File: src/rtl/tank_pkg.sv
// tank_pkg: shared direction codes and FSM state type for tank controllers
package tank_pkg;
  localparam logic [1:0] DIR_UP    = 2'b00;
  localparam logic [1:0] DIR_DOWN  = 2'b01;
  localparam logic [1:0] DIR_LEFT  = 2'b10;
  localparam logic [1:0] DIR_RIGHT = 2'b11;
  typedef enum logic [1:0] {DEAD, SPAWN, ALIVE} state_t;
endpackage

File: src/rtl/tank_chase_step.sv
// tank_chase_step: combinational one-cell chase step toward a target, clipped to the grid
// Ports: i_cur_x/i_cur_y/i_cur_dir current pose, i_tgt_x/i_tgt_y target,
//        o_nx_x/o_nx_y/o_nx_dir next pose, o_aligned target shares exactly one axis.
module tank_chase_step
  import tank_pkg::*;
#(
  parameter int POS_W  = 5,
  parameter int GRID_W = 25,
  parameter int GRID_H = 13
) (
  input  logic [POS_W-1:0] i_cur_x,
  input  logic [POS_W-1:0] i_cur_y,
  input  logic [1:0]       i_cur_dir,
  input  logic [POS_W-1:0] i_tgt_x,
  input  logic [POS_W-1:0] i_tgt_y,
  output logic [POS_W-1:0] o_nx_x,
  output logic [POS_W-1:0] o_nx_y,
  output logic [1:0]       o_nx_dir,
  output logic             o_aligned
);
  localparam logic [POS_W-1:0] X_MAX = POS_W'(GRID_W - 1);
  localparam logic [POS_W-1:0] Y_MAX = POS_W'(GRID_H - 1);
  localparam logic [POS_W-1:0] ONE   = POS_W'(1);
  logic [POS_W-1:0] w_dx, w_dy;
  logic             w_right, w_down, w_use_x, w_use_y;
  assign w_right   = i_tgt_x > i_cur_x;
  assign w_down    = i_tgt_y > i_cur_y;
  assign w_dx      = w_right ? i_tgt_x - i_cur_x : i_cur_x - i_tgt_x;
  assign w_dy      = w_down ? i_tgt_y - i_cur_y : i_cur_y - i_tgt_y;
  // Shorter nonzero axis wins; ties go to the y axis.
  assign w_use_x   = (w_dx != '0) && ((w_dy == '0) || (w_dx < w_dy));
  assign w_use_y   = (w_dy != '0) && !w_use_x;
  assign o_aligned = (w_dx == '0) != (w_dy == '0);
  always_comb begin
    o_nx_dir = w_use_x ? (w_right ? DIR_RIGHT : DIR_LEFT)
             : w_use_y ? (w_down ? DIR_DOWN : DIR_UP) : i_cur_dir;
    // Steps that would leave the grid are dropped while the heading still turns.
    o_nx_x = !w_use_x ? i_cur_x
           : w_right ? ((i_cur_x < X_MAX) ? i_cur_x + ONE : i_cur_x)
           : ((i_cur_x != '0) ? i_cur_x - ONE : i_cur_x);
    o_nx_y = !w_use_y ? i_cur_y
           : w_down ? ((i_cur_y < Y_MAX) ? i_cur_y + ONE : i_cur_y)
           : ((i_cur_y != '0) ? i_cur_y - ONE : i_cur_y);
  end
endmodule

File: src/rtl/enemy_tank_ctrl_gen.sv
// enemy_tank_ctrl_gen: per-tank DEAD/SPAWN/ALIVE controller with chase, hit, score, kill pulse and shot requests
// Inputs: clk, rst_n (async, active-low), enable, step_tick, respawn_en, spawn_x/y, my_x/y/dir,
//         shell_x/y/valid, frozen, laser, eshell_busy.
// Outputs: fire_req, alive, tank_x/y/dir, score, kill.
// Build option LASER_EN: when defined, a facing player with laser active kills tanks on its row/column.
module enemy_tank_ctrl_gen
  import tank_pkg::*;
#(
  parameter int POS_W       = 5,
  parameter int GRID_W      = 25,
  parameter int GRID_H      = 13,
  parameter int SCORE_W     = 7,
  parameter int KILL_CYCLES = 5000000
) (
  input  logic               clk,
  input  logic               rst_n,
  input  logic               enable,
  input  logic               step_tick,
  input  logic               respawn_en,
  input  logic [POS_W-1:0]   spawn_x,
  input  logic [POS_W-1:0]   spawn_y,
  input  logic [POS_W-1:0]   my_x,
  input  logic [POS_W-1:0]   my_y,
  input  logic [1:0]         my_dir,
  input  logic [POS_W-1:0]   shell_x,
  input  logic [POS_W-1:0]   shell_y,
  input  logic               shell_valid,
  input  logic               frozen,
  input  logic               laser,
  input  logic               eshell_busy,
  output logic               fire_req,
  output logic               alive,
  output logic [POS_W-1:0]   tank_x,
  output logic [POS_W-1:0]   tank_y,
  output logic [1:0]         tank_dir,
  output logic [SCORE_W-1:0] score,
  output logic               kill
);
  localparam int KC_W = $clog2(KILL_CYCLES + 1);
  localparam logic [KC_W-1:0] KC_LOAD = KC_W'(KILL_CYCLES);
  localparam logic [KC_W-1:0] KC_ONE  = KC_W'(1);
  state_t             r_state, w_state_nx;
  logic [POS_W-1:0]   r_tank_x, r_tank_y, w_nx_x, w_nx_y;
  logic [1:0]         r_tank_dir, w_nx_dir;
  logic [SCORE_W-1:0] r_score;
  logic [KC_W-1:0]    r_kill_cnt;
  logic               r_fire, w_aligned, w_alive, w_body_hit, w_laser_hit, w_hit;
  logic               w_on_spawn, w_kill_start, w_step;
  tank_chase_step #(.POS_W(POS_W), .GRID_W(GRID_W), .GRID_H(GRID_H)) u_step (
    .i_cur_x  (r_tank_x),
    .i_cur_y  (r_tank_y),
    .i_cur_dir(r_tank_dir),
    .i_tgt_x  (my_x),
    .i_tgt_y  (my_y),
    .o_nx_x   (w_nx_x),
    .o_nx_y   (w_nx_y),
    .o_nx_dir (w_nx_dir),
    .o_aligned(w_aligned)
  );
`ifdef LASER_EN
  // The beam covers the half-line in front of the player along its heading.
  assign w_laser_hit = laser && (
      ((r_tank_x == my_x) && (((my_dir == DIR_UP) && (r_tank_y <= my_y)) ||
                              ((my_dir == DIR_DOWN) && (r_tank_y >= my_y)))) ||
      ((r_tank_y == my_y) && (((my_dir == DIR_LEFT) && (r_tank_x <= my_x)) ||
                              ((my_dir == DIR_RIGHT) && (r_tank_x >= my_x)))));
`else
  logic w_unused_laser;
  assign w_unused_laser = ^{laser, my_dir};
  assign w_laser_hit    = 1'b0;
`endif
  assign w_alive      = r_state == ALIVE;
  assign w_body_hit   = ((r_tank_x == my_x) && (r_tank_y == my_y)) ||
                        (shell_valid && (r_tank_x == shell_x) && (r_tank_y == shell_y));
  assign w_hit        = w_alive && (w_body_hit || w_laser_hit);
  // Kills on the spawn cell are not credited, which stops spawn camping.
  assign w_on_spawn   = (r_tank_x == spawn_x) && (r_tank_y == spawn_y);
  assign w_kill_start = w_hit && !w_on_spawn;
  assign w_step       = w_alive && step_tick && !frozen && !w_hit;
  always_comb begin
    w_state_nx = r_state;
    w_state_nx = !enable ? DEAD
               : (r_state == DEAD) ? (respawn_en ? SPAWN : DEAD)
               : (r_state == SPAWN) ? ALIVE
               : (w_hit ? DEAD : ALIVE);
  end
  always_ff @(posedge clk or negedge rst_n) begin
    if (!rst_n) r_state <= DEAD;
    else r_state <= w_state_nx;
  end
  always_ff @(posedge clk or negedge rst_n) begin
    if (!rst_n) begin
      r_tank_x   <= '0;
      r_tank_y   <= '0;
      r_tank_dir <= DIR_UP;
      r_score    <= '0;
      r_fire     <= 1'b0;
      r_kill_cnt <= '0;
    end else if (!enable) begin
      r_score    <= '0;
      r_fire     <= 1'b0;
      r_kill_cnt <= '0;
    end else begin
      r_fire     <= w_step && w_aligned && !eshell_busy;
      r_kill_cnt <= w_kill_start ? KC_LOAD : (r_kill_cnt != '0) ? r_kill_cnt - KC_ONE : r_kill_cnt;
      if (w_kill_start && (r_score != '1)) r_score <= r_score + SCORE_W'(1);
      if ((r_state == DEAD) && respawn_en) begin
        r_tank_x   <= spawn_x;
        r_tank_y   <= spawn_y;
        r_tank_dir <= DIR_DOWN;
      end else if (w_step) begin
        r_tank_x   <= w_nx_x;
        r_tank_y   <= w_nx_y;
        r_tank_dir <= w_nx_dir;
      end
    end
  end
  assign fire_req = r_fire;
  assign alive    = w_alive;
  assign tank_x   = r_tank_x;
  assign tank_y   = r_tank_y;
  assign tank_dir = r_tank_dir;
  assign score    = r_score;
  assign kill     = r_kill_cnt != '0;
endmodule

File: config.mk
export PLATFORM = sky130hd
export DESIGN_NAME = enemy_tank_ctrl_gen
export DESIGN_NICKNAME = d
export VERILOG_FILES = /design/src/rtl/tank_pkg.sv /design/src/rtl/tank_chase_step.sv /design/src/rtl/enemy_tank_ctrl_gen.sv
export SDC_FILE = /design/constraint.sdc
export NUM_CORES = 1
export LEC_CHECK = 0
export BUFFER_PORTS_ARGS = -buffer_cell sky130_fd_sc_hd__buf_4
export CELL_PAD_IN_SITES_DETAIL_PLACEMENT = 0
export CELL_PAD_IN_SITES_GLOBAL_PLACEMENT = 2
export CORE_ASPECT_RATIO = 0.9
export CORE_MARGIN = 2
export CORE_UTILIZATION = 35
export DETAILED_ROUTE_END_ITERATION = 8
export GPL_ROUTABILITY_DRIVEN = 0
export PLACE_DENSITY = 0.92
export SLEW_MARGIN = 20
export SYNTH_ARGS = -nofsm -noshare
export SYNTH_HDL_FRONTEND = slang
export SYNTH_SLANG_ARGS = --single-unit
File: constraint.sdc
create_clock -name clk -period 5.3 [get_ports clk]
set_clock_uncertainty 0.15 [all_clocks]
set_input_delay 0.53 -clock clk [delete_from_list [all_inputs] [get_ports clk]]
set_output_delay 0.53 -clock clk [all_outputs]
set_load 0.01 [all_outputs]
==> results.cfg, run 1 <==
[synth]
synth-seq-cells = 45
synth_area_leaders = dfrtp_1 28%, ha_1 9.4%, xnor2_1 8.6%, nor2_1 4.2%, a21oi_1 3.8%
syn_area_per_cell_um2 = 8.956
yosysTopAreaCellShare_pct = 28.32
synth-seq-area-share_pct = 28.32
synth-xor-area-share_pct = 11.67
syn_nets = 521
ys_top_cells_by_count = 45 x dfrtp_1, 45 x nor2_1, 39 x xnor2_1
synth_cells = 444
yosys.area_share.adder_pct = 12.46
synthSimpleGateAreaFrac_pct = 20.52
synth_top_family_by_area = simple AND/OR/NAND/NOR gates
synth_compound_area_share_pct = 18.53
yosys_warnings = 0
synth_edf_count = 0
syn_area_um2 = 3976
synth.distinct_cells = 59
synth_top_area_cell = dfrtp_1
ys_async_sr_fraction_pct = 100.0
synthFlopType = dfrtp_1
synth_mux_area_share_pct = 3.021

[cts]
cts_max_level = 2
cts_resized = 0
cts_setup_buffers = 0
clock-sinks = 45
hold_buffers = 0
numCtsBuffers = 5
insertion_delay_ns = 0.29
cts_tree = built
cts_max_path_buffers = 2
cts_root_buffer = clkbuf_16
clkSlewWorstSetupHoldPaths_ns = 0.06

[final_layout]
syn2layout_area_growth_pct = 17.53
multi_input_comb_area_um2 = 2633
layout-drive-gt1-share_pct = 17.34
nFillCells = 1096
nets = 572
final-seq-area_um2 = 1126
diodes = 0

[critical_path]
crit_type = flop to flop
rrSetupSlack_ns = 1.12
cp.arrival_ns = 4.22
worst_setup_path_start_kind = flop
cp-end-kind = flop
required_ns = 5.34
path_max_fanout = 10

[power]
total_power_mw = 3.133
p_leak_nw = 2.094
vdd_ir_drop_max_v = 0.0003188
pwr_density_cell_nw_per_um2 = 670.4

[floorplan]
rows = 36
core_um2 = 10950
die_area_um2 = 12230
initial_core_util_pct = 36.33
die_h_um = 105.1
io_pins = 63
die_w_um = 116.4

[drt]
via_count = 3345
antenna_left = 0
wl_per_cell_um = 15.41
via_per_inst = 5.162
drc_errors = 0
routed_wl_um = 9985
drtIter0Drc = 132
first_pass_iters = 4

[grt]
grt_pass1_wl_um = 16620
overflow = 0
grt_max_degree = 46
grt.total_usage_pct = 16.77
antenna_found_initial = 0
grt_pass1_vias = 3282

[job]
cap_viol_max_count = 0

[timing]
fmax_ghz = 0.2394
worst_hold_slack_ns = 0.08654
period_share_pct = 78.80
hold_viol = 0
setup_ws_ns = 1.124
period_needed_ns = 4.176
maxSlewHeadroom_pct = 29.13
slew_violations = 0
tightest_slew_ns = 1.055
rsz0062_at_grt = false
setup_viol = 0
setup_tns_ns = 0

[hold_path]
hold_class = input pin to asynchronous set/reset pin

[placement]
numPortBuffers = 59
hpwl_um = 7579
place_ws_ns = 1.022

[status]
status = complete, no violations
placed cells by master, fill, tap and decap left out, drive strengths merged, types with 3 or more instances in the layout:
cell	synthesis	final
buf	5	60
nor2	45	45
dfrtp	45	45
xnor2	39	39
inv	36	36
a21oi	31	31
ha	30	30
nor3	17	17
nand2	16	16
xor2	14	14
nand3	14	14
or3	14	14
mux2i	12	12
a21o	12	12
nor4	11	11
o21ai	7	7
nor2b	6	6
o21a	6	6
fa	6	6
nand2b	6	6
clkbuf	11	6
o32ai	5	5
and3	5	5
nand3b	4	4
nand4	4	4
o31ai	4	4
or2	3	3
o31a	3	3
and2	3	3
o211ai	3	3
a311oi	3	3
a21boi	3	3
o311ai	3	3
worst max-delay path, cell delays in order (launching register included):
cell	delay, ns
dfrtp_1	0.53
inv_1	0.15
ha_1	0.37
and4_4	0.19
o2bb2ai_4	0.13
a21oi_4	0.24
mux2i_1	0.13
xnor2_1	0.53
ha_1	0.34
a21o_1	0.15
a21o_1	0.17
a21oi_1	0.28
o32ai_4	0.22
nand2b_4	0.22
a311oi_2	0.28
path summary, 6_finish.rpt:
kind | from | endpoint | cells past startpoint
max in group asynchronous | rst_n | score[6]$_DFFE_PN0P_ | 1
hold / removal | rst_n | r_kill_cnt[2]$_DFFE_PN0P_ | 1
setup reg to reg | tank_x[4]$_DFFE_PN0P_ | tank_x[3]$_DFFE_PN0P_ | 14
setup / recovery | tank_x[4]$_DFFE_PN0P_ | tank_x[3]$_DFFE_PN0P_ | 14
hold reg to reg | r_state[0]$_DFF_PN0_ | r_state[1]$_DFF_PN0_ | 1
min in group clk | eshell_busy | fire_req$_DFF_PN0_ | 2
area by class of cell:
| cell class | instances | area share, % |
|---|---|---|
| clock buffers | 6 | 2.758 |
| clock inverters | 2 | 0.2142 |
| multi-input cells | 347 | 56.33 |
| inverters | 36 | 2.892 |
| well taps | 152 | 4.070 |
| flip-flops and latches | 45 | 24.10 |
| repair buffers | 60 | 9.639 |
logic make-up after synthesis:
family / after synthesis
fa+ha+maj: 36
buf+inv: 52
xor+xnor: 53
simple gates: 153
flops: 45
compound gates: 93
mux: 12
sequential cells by signal, indices dropped and copies added (netlist names):
register / count
r_kill_cnt: 23
score: 7
tank_x: 5
tank_y: 5
r_state: 2
tank_dir: 2
fire_req: 1
stage by stage:
| step | utilization [%] | cells | cell area (um2) |
|---|---|---|---|
| after floorplan | - | 444 | 3976 |
| after global placement | 41.43 | 640 | 4534 |
| after detailed placement | 41.43 | 640 | 4534 |
| after CTS | 42.70 | 648 | 4673 |
| after global routing | 42.70 | 648 | 4673 |
| final | 42.70 | 648 | 4673 |
where the power goes:
group	switching, mW	internal [mW]
Sequential	0.179	0.447
Combinational	1.20	1.01
Clock	0.131	0.173
Total	1.51	1.63
per-layer routing:
layer / track usage (%) / vias up / part of all wire (%) / wire length, um
li1: - / 1663 / - / -
met1: 24.60 / 1603 / 49 / 4876
met2: 26.33 / 68 / 46 / 4629
met3: 2.668 / 11 / 3.8 / 379
met4: 2.636 / 0 / 0.99 / 99
met5: 0 / - / 0 / 0
(Power assumes the default switching activity.)
==> inputs of run 2 (changes only) <==
CORE_UTILIZATION = 32   (was 35)
PLACE_DENSITY = 0.89   (was 0.92)
clock period = 3.7 ns   (was 5.3 ns; I/O delays follow)
==> results.cfg, run 2 (same netlist as run 1, synthesis figures left out) <==
[final_layout]
layout_common_cells = 106 x buf_4, 45 x nor2_1, 44 x dfrtp_1
diodes = 0
nets = 619
fin_cells = 703
largest_reg_flops = 23
nFillCells = 1235
syn2layout_area_growth_pct = 28.92
top_register = r_kill_cnt
fin_area_um2 = 5126
layout-drive-gt1-share_pct = 25.97
final_util_pct = 42.45
mostFrequentLayoutCell = buf_4

[drt]
via_per_inst = 5.050
antenna_left = 0
routed_wl_um = 10580
drc_errors = 0
via_count = 3550
drtIter0Drc = 185
first_pass_iters = 4
wl_per_cell_um = 15.05

[grt]
use_met3_pct = 1.712
grt_max_degree = 46
grt_pass1_wl_um = 17550
gr-usage-met1_pct = 22.47
use_met2_pct = 28.17
antenna_found_initial = 0
overflow = 0
busiest_layer = met2
grt_pass1_vias = 3540
grt.total_usage_pct = 16.52

[critical_path]
r2r-start = tank_y[1]$_DFFE_PN0P_
required_ns = 3.74
crit_type = flop to flop
cp-end-kind = flop
rrSetupSlack_ns = 0.10
crit_family = compound AO/OA/AOI/OAI gates
path_max_fanout = 8
cpMaxStageDelayCell = dfrtp_2
rr_endpoint = tank_x[2]$_DFFE_PN0P_
critPathBufInv = 0
worst_setup_path_start_kind = flop
max_stage_delay_ns = 0.44
cp.arrival_ns = 3.64
r2r_cells = 13
path_cells = ha_4, nand2b_4, a211oi_2, o31a_1, mux2i_1, xor2_1, ha_1, a21o_1, a21o_1, a21oi_2, o32ai_4, nand2b_4, a311oi_2

[timing]
setup_tns_ns = 0
period_share_pct = 97.28
period_needed_ns = 3.599
maxSlewHeadroom_pct = 51.76
tightest_slew_ns = 0.7210
setup_viol = 0
slew_violations = 0
fmax_ghz = 0.2778
hold_viol = 0

[floorplan]
initial_core_util_pct = 32.93
die_h_um = 109.8
core_um2 = 12080
io_pins = 63
rows = 38
die_area_um2 = 13330
die_w_um = 121.5

[placement]
hpwl_um = 8537
place_area_um2 = 4882
dp_cells = 692
numPortBuffers = 59

[cts]
cts_max_path_buffers = 2
cts_tree = built
numCtsBuffers = 5
cts_max_level = 2
clkSlewWorstSetupHoldPaths_ns = 0.06
clock-sinks = 45
cts_root_buffer = clkbuf_16
insertion_delay_ns = 0.28

[status]
status = complete, no violations

[power]
vdd_ir_drop_max_v = 0.0003612
pwr_density_cell_nw_per_um2 = 990.2
p_leak_nw = 2.346

[hold_path]
min_path_cells = 2
min_to = fire_req$_DFF_PN0_
hold_class = input pin to flop
hold_start = eshell_busy

[job]
cap_viol_max_count = 0
run 2: changes by cell type in the layout (fill, tap and decap cells not counted), sizes merged:
cell / delta
buf: +46
dlygate4sd3: +1
clkbuf: +1
bufinv: +1
clkinv: -2
run 2: metal layers:
metal | part of all wire [%] | vias up
met3 | 4.0 | 10
met4 | 1.6 | 0
met2 | 46 | 69
li1 | - | 1756
met1 | 48 | 1715
met5 | 0 | -
run 2: metrics by stage:
step / hold WS (ns) / power [mW] / setup slack [ns]
detailed placement: 0.2793 / 4.463 / -0.01138
global placement: 0.2713 / 4.366 / 0.01271
global route: 0.09280 / 5.535 / -0.04993
CTS: 0.09058 / 5.012 / 0.05118
finish: 0.09072 / 5.076 / 0.1005
floorplan: -0.07559 / 3.385 / 0.01767
run 2: area by class of cell:
| type | instances | area [um2] | share of cell area, % |
|---|---|---|---|
| clock inverter | 1 | 30.03 | 0.5858 |
| clock buffer | 7 | 142.6 | 2.783 |
| multi-input combinational | 347 | 2685 | 52.38 |
| timing repair buffer | 107 | 805.8 | 15.72 |
| inverter | 36 | 135.1 | 2.636 |
| sequential | 45 | 1127 | 21.99 |
| tap | 160 | 200.2 | 3.905 |
run 2: what timing repair did:
| item | CTS | global route |
|---|---|---|
| hold buffers | 1 | 0 |
| endpoints found under the setup margin | 0 | 12 |
| endpoints found under the hold margin | 45 | 0 |
| setup buffers | 0 | 2 |
| resized for setup | 0 | 8 |
run 2: report_power, final:
part	switching, mW	internal, mW	leakage (nW)	total (mW)
clock	0.185	0.338	0.0841	0.522
sequential	0.131	0.643	0.586	0.774
combinational	1.97	1.81	1.68	3.78
run 2: worst max path at each step:
stage                          start  cells after the start                    end  slack, ns
6_report       tank_y[1]$_DFFE_PN0P_                     13  tank_x[2]$_DFFE_PN0P_       0.10
5_1_grt        tank_y[2]$_DFFE_PN0P_                     14  tank_y[3]$_DFFE_PN0P_      -0.05
4_1_cts        tank_y[2]$_DFFE_PN0P_                     13  tank_x[2]$_DFFE_PN0P_       0.05
3_5_place_dp                 my_y[2]                     15  tank_x[2]$_DFFE_PN0P_      -0.01
3_3_place_gp                 my_y[2]                     15  tank_x[2]$_DFFE_PN0P_       0.01
2_1_floorplan  tank_x[4]$_DFFE_PN0P_                     15  tank_x[1]$_DFFE_PN0P_       0.02
==> inputs of run 3 (changes only) <==
PLACE_DENSITY = 0.88   (was 0.89)
SYNTH_HIERARCHICAL = 1   (was default)
==> results.cfg, run 3 <==
[synth]
syn_area_per_cell_um2 = 9.059
syn_area_um2 = 4076
synth-seq-cells = 45
ys_async_sr_fraction_pct = 100.0
synth_area_leaders = dfrtp_1 28%, ha_1 8.6%, xnor2_1 7.5%, mux2_2 6.4%, a21oi_1 3.2%
synth_cells = 450
synth.distinct_cells = 70
synth-seq-area-share_pct = 27.62
synthFlopType = dfrtp_1
yosys_warnings = 6
synth_top_area_cell = dfrtp_1
yosysTopAreaCellShare_pct = 27.62
ys_top_cells_by_count = 45 x dfrtp_1, 35 x xnor2_1, 31 x nor2_1
yosysMostFrequentCell = dfrtp_1
syn_nets = 523
synth_edf_count = 0

[critical_path]
path_max_fanout = 5
required_ns = 3.72
crit_type = flop to flop
r2r-start = tank_x[1]$_DFFE_PN0P_
cp.arrival_ns = 3.98
cp-startpoint = tank_x[1]$_DFFE_PN0P_
cp-end-kind = flop
worst_setup_path_start_kind = flop
rrSetupSlack_ns = -0.25

[timing]
hold_viol = 0
setup_viol = 10
slew_violations = 0
setup_ws_ns = -0.2539
period_needed_ns = 3.954
maxSlewHeadroom_pct = 44.23
period_share_pct = 106.9
tightest_slew_ns = 0.8329
rsz0062_at_grt = true
fmax_ghz = 0.2529

[grt]
gr-usage-met1_pct = 25.30
grt.total_usage_pct = 17.26
grt_max_degree = 46
grt_pass1_wl_um = 18950
busiest_layer = met2
use_met3_pct = 2.058
overflow = 0
grt_pass1_vias = 3800
use_met2_pct = 27.40
antenna_found_initial = 0

[drt]
routed_wl_um = 11640
antenna_left = 0
drtIter0Drc = 158
drc_errors = 0
first_pass_iters = 4
wl_per_cell_um = 15.61
via_count = 3829
via_per_inst = 5.133

[cts]
cts_max_level = 2
cts_tree = built
cts_root_buffer = clkbuf_16
clkSlewWorstSetupHoldPaths_ns = 0.07
numCtsBuffers = 5
cts_max_path_buffers = 2
clock-sinks = 45
insertion_delay_ns = 0.29

[power]
total_power_mw = 6.214
comb_power_share_pct = 79.9
power_frac_seq_pct = 12.6
power_frac_clock_pct = 7.5
switchingPower_mw = 2.735
p_leak_nw = 2.587
pwr_density_cell_nw_per_um2 = 1107
vdd_ir_drop_max_v = 0.0004491
p_sw_share_pct = 44.01
p_int_mw = 3.479

[floorplan]
die_area_um2 = 13660
core_um2 = 12540
die_w_um = 123.0
rows = 39
initial_core_util_pct = 32.51
io_pins = 63
die_h_um = 111.1

[placement]
numPortBuffers = 59
place_ws_ns = -0.2974
hpwl_um = 8920

[final_layout]
nets = 654
layout_common_cells = 136 x buf_4, 38 x dfrtp_1, 34 x xnor2_1
layout-drive-gt1-share_pct = 37.46
largest_reg_flops = 23
mostFrequentLayoutCell = buf_4
diodes = 0
top_register = r_kill_cnt
syn2layout_area_growth_pct = 37.69
final-seq-area_um2 = 1135
multi_input_comb_area_um2 = 2954
nFillCells = 1222

[job]
cap_viol_max_count = 0

[hold_path]
hold_class = input pin to flop
hold_start = eshell_busy

[status]
violations = setup timing
status = complete, but fails checks
==> run 3: changes by cell type in the layout (fill, tap and decap cells not counted), sizes merged, moves of 6 or more <==
cell / previous run / this run
nor2: 45 / 31
mux2i: 12 / 4
nand2: 16 / 25
or4: 2 / 9
a31oi: 2 / 10
buf: 106 / 138
nor3: 17 / 10
nand4: 4 / 12
or3: 14 / 8
mux2: 0 / 25
==> run 3: power by group through the flow <==
stage | Clock [mW] | Sequential (mW) | Combinational, mW
2_1_floorplan | 0 | 0.911 | 2.86
3_3_place_gp | 0 | 0.785 | 4.36
3_5_place_dp | 0 | 0.791 | 4.44
4_1_cts | 0.473 | 0.782 | 4.67
5_1_grt | 0.494 | 0.808 | 5.39
6_report | 0.464 | 0.782 | 4.97
==> run 3: per-stage QoR <==
step	instance area (um2)	hold slack [ns]	setup TNS, ns	util [%]	std cells
2_1_floorplan	4178	-0.07559	-2.224	-	450
3_3_place_gp	5326	0.2698	-1.929	42.47	735
3_5_place_dp	5326	0.2784	-2.369	42.47	735
4_1_cts	5535	0.08681	-2.152	44.14	746
5_1_grt	5613	0.09121	-3.353	44.76	746
6_report	5613	0.08858	-2.000	44.76	746
==> run 3: path summary, 6_finish.rpt <==
kind | to | depth (start not counted)
setup reg to reg | tank_y[4]$_DFFE_PN0P_ | 16
setup / recovery | tank_y[4]$_DFFE_PN0P_ | 16
hold reg to reg | score[6]$_DFFE_PN0P_ | 2
min in group asynchronous | r_kill_cnt[16]$_DFFE_PN0P_ | 2
hold / removal | fire_req$_DFF_PN0_ | 2
max in group asynchronous | tank_y[2]$_DFFE_PN0P_ | 2
==> run 3: layout make-up <==
type,count,area share (%)
multi-input cells,360,52.63
clock buffers,5,2.229
well taps,164,3.656
clock inverters,3,0.4458
inverters,30,2.051
flip-flops and latches,45,20.22
repair buffers,139,18.77
==> run 3: metal layers <==
| metal | vias to the layer above | share of wire [%] |
|---|---|---|
| met1 | 1842 | 51 |
| met4 | 0 | 0.68 |
| met3 | 6 | 2.6 |
| li1 | 1917 | - |
| met5 | - | 0 |
| met2 | 64 | 46 |
==> run 3: critical path, cell delays in order, from the launching register on <==
cell and delay [ns]:
dfrtp_2 0.42, inv_4 0.07, ha_4 0.20, nor2b_4 0.13
o31a_4 0.29, o31a_4 0.31, mux2_4 0.33, ha_4 0.26
a21o_1 0.09, a21o_1 0.11, a21o_1 0.12, a21oi_2 0.05
o41a_1 0.13, or2_4 0.27, o41a_1 0.38, mux2_2 0.26
mux2_2 0.25
==> run 3: repair_timing <==
item                                    CTS  global route
setup buffers                             2             0
hold buffers                              1             0
pin swaps                                 5            10
gates resized for setup                   8            17
endpoints found under the setup margin   10            12
hold endpoints to repair                 45             0
==> run 3: cell families after synthesis <==
group | Yosys count | synth area share [%]
and+or+nand+nor | 145 | 19.83
AOI/OAI and AO/OA | 104 | 18.45
xor gates and xnor gates | 50 | 10.93
buffers and inverters | 45 | 4.543
DFF | 45 | 27.62
adders and majority gates | 32 | 10.56
muxes | 29 | 8.073
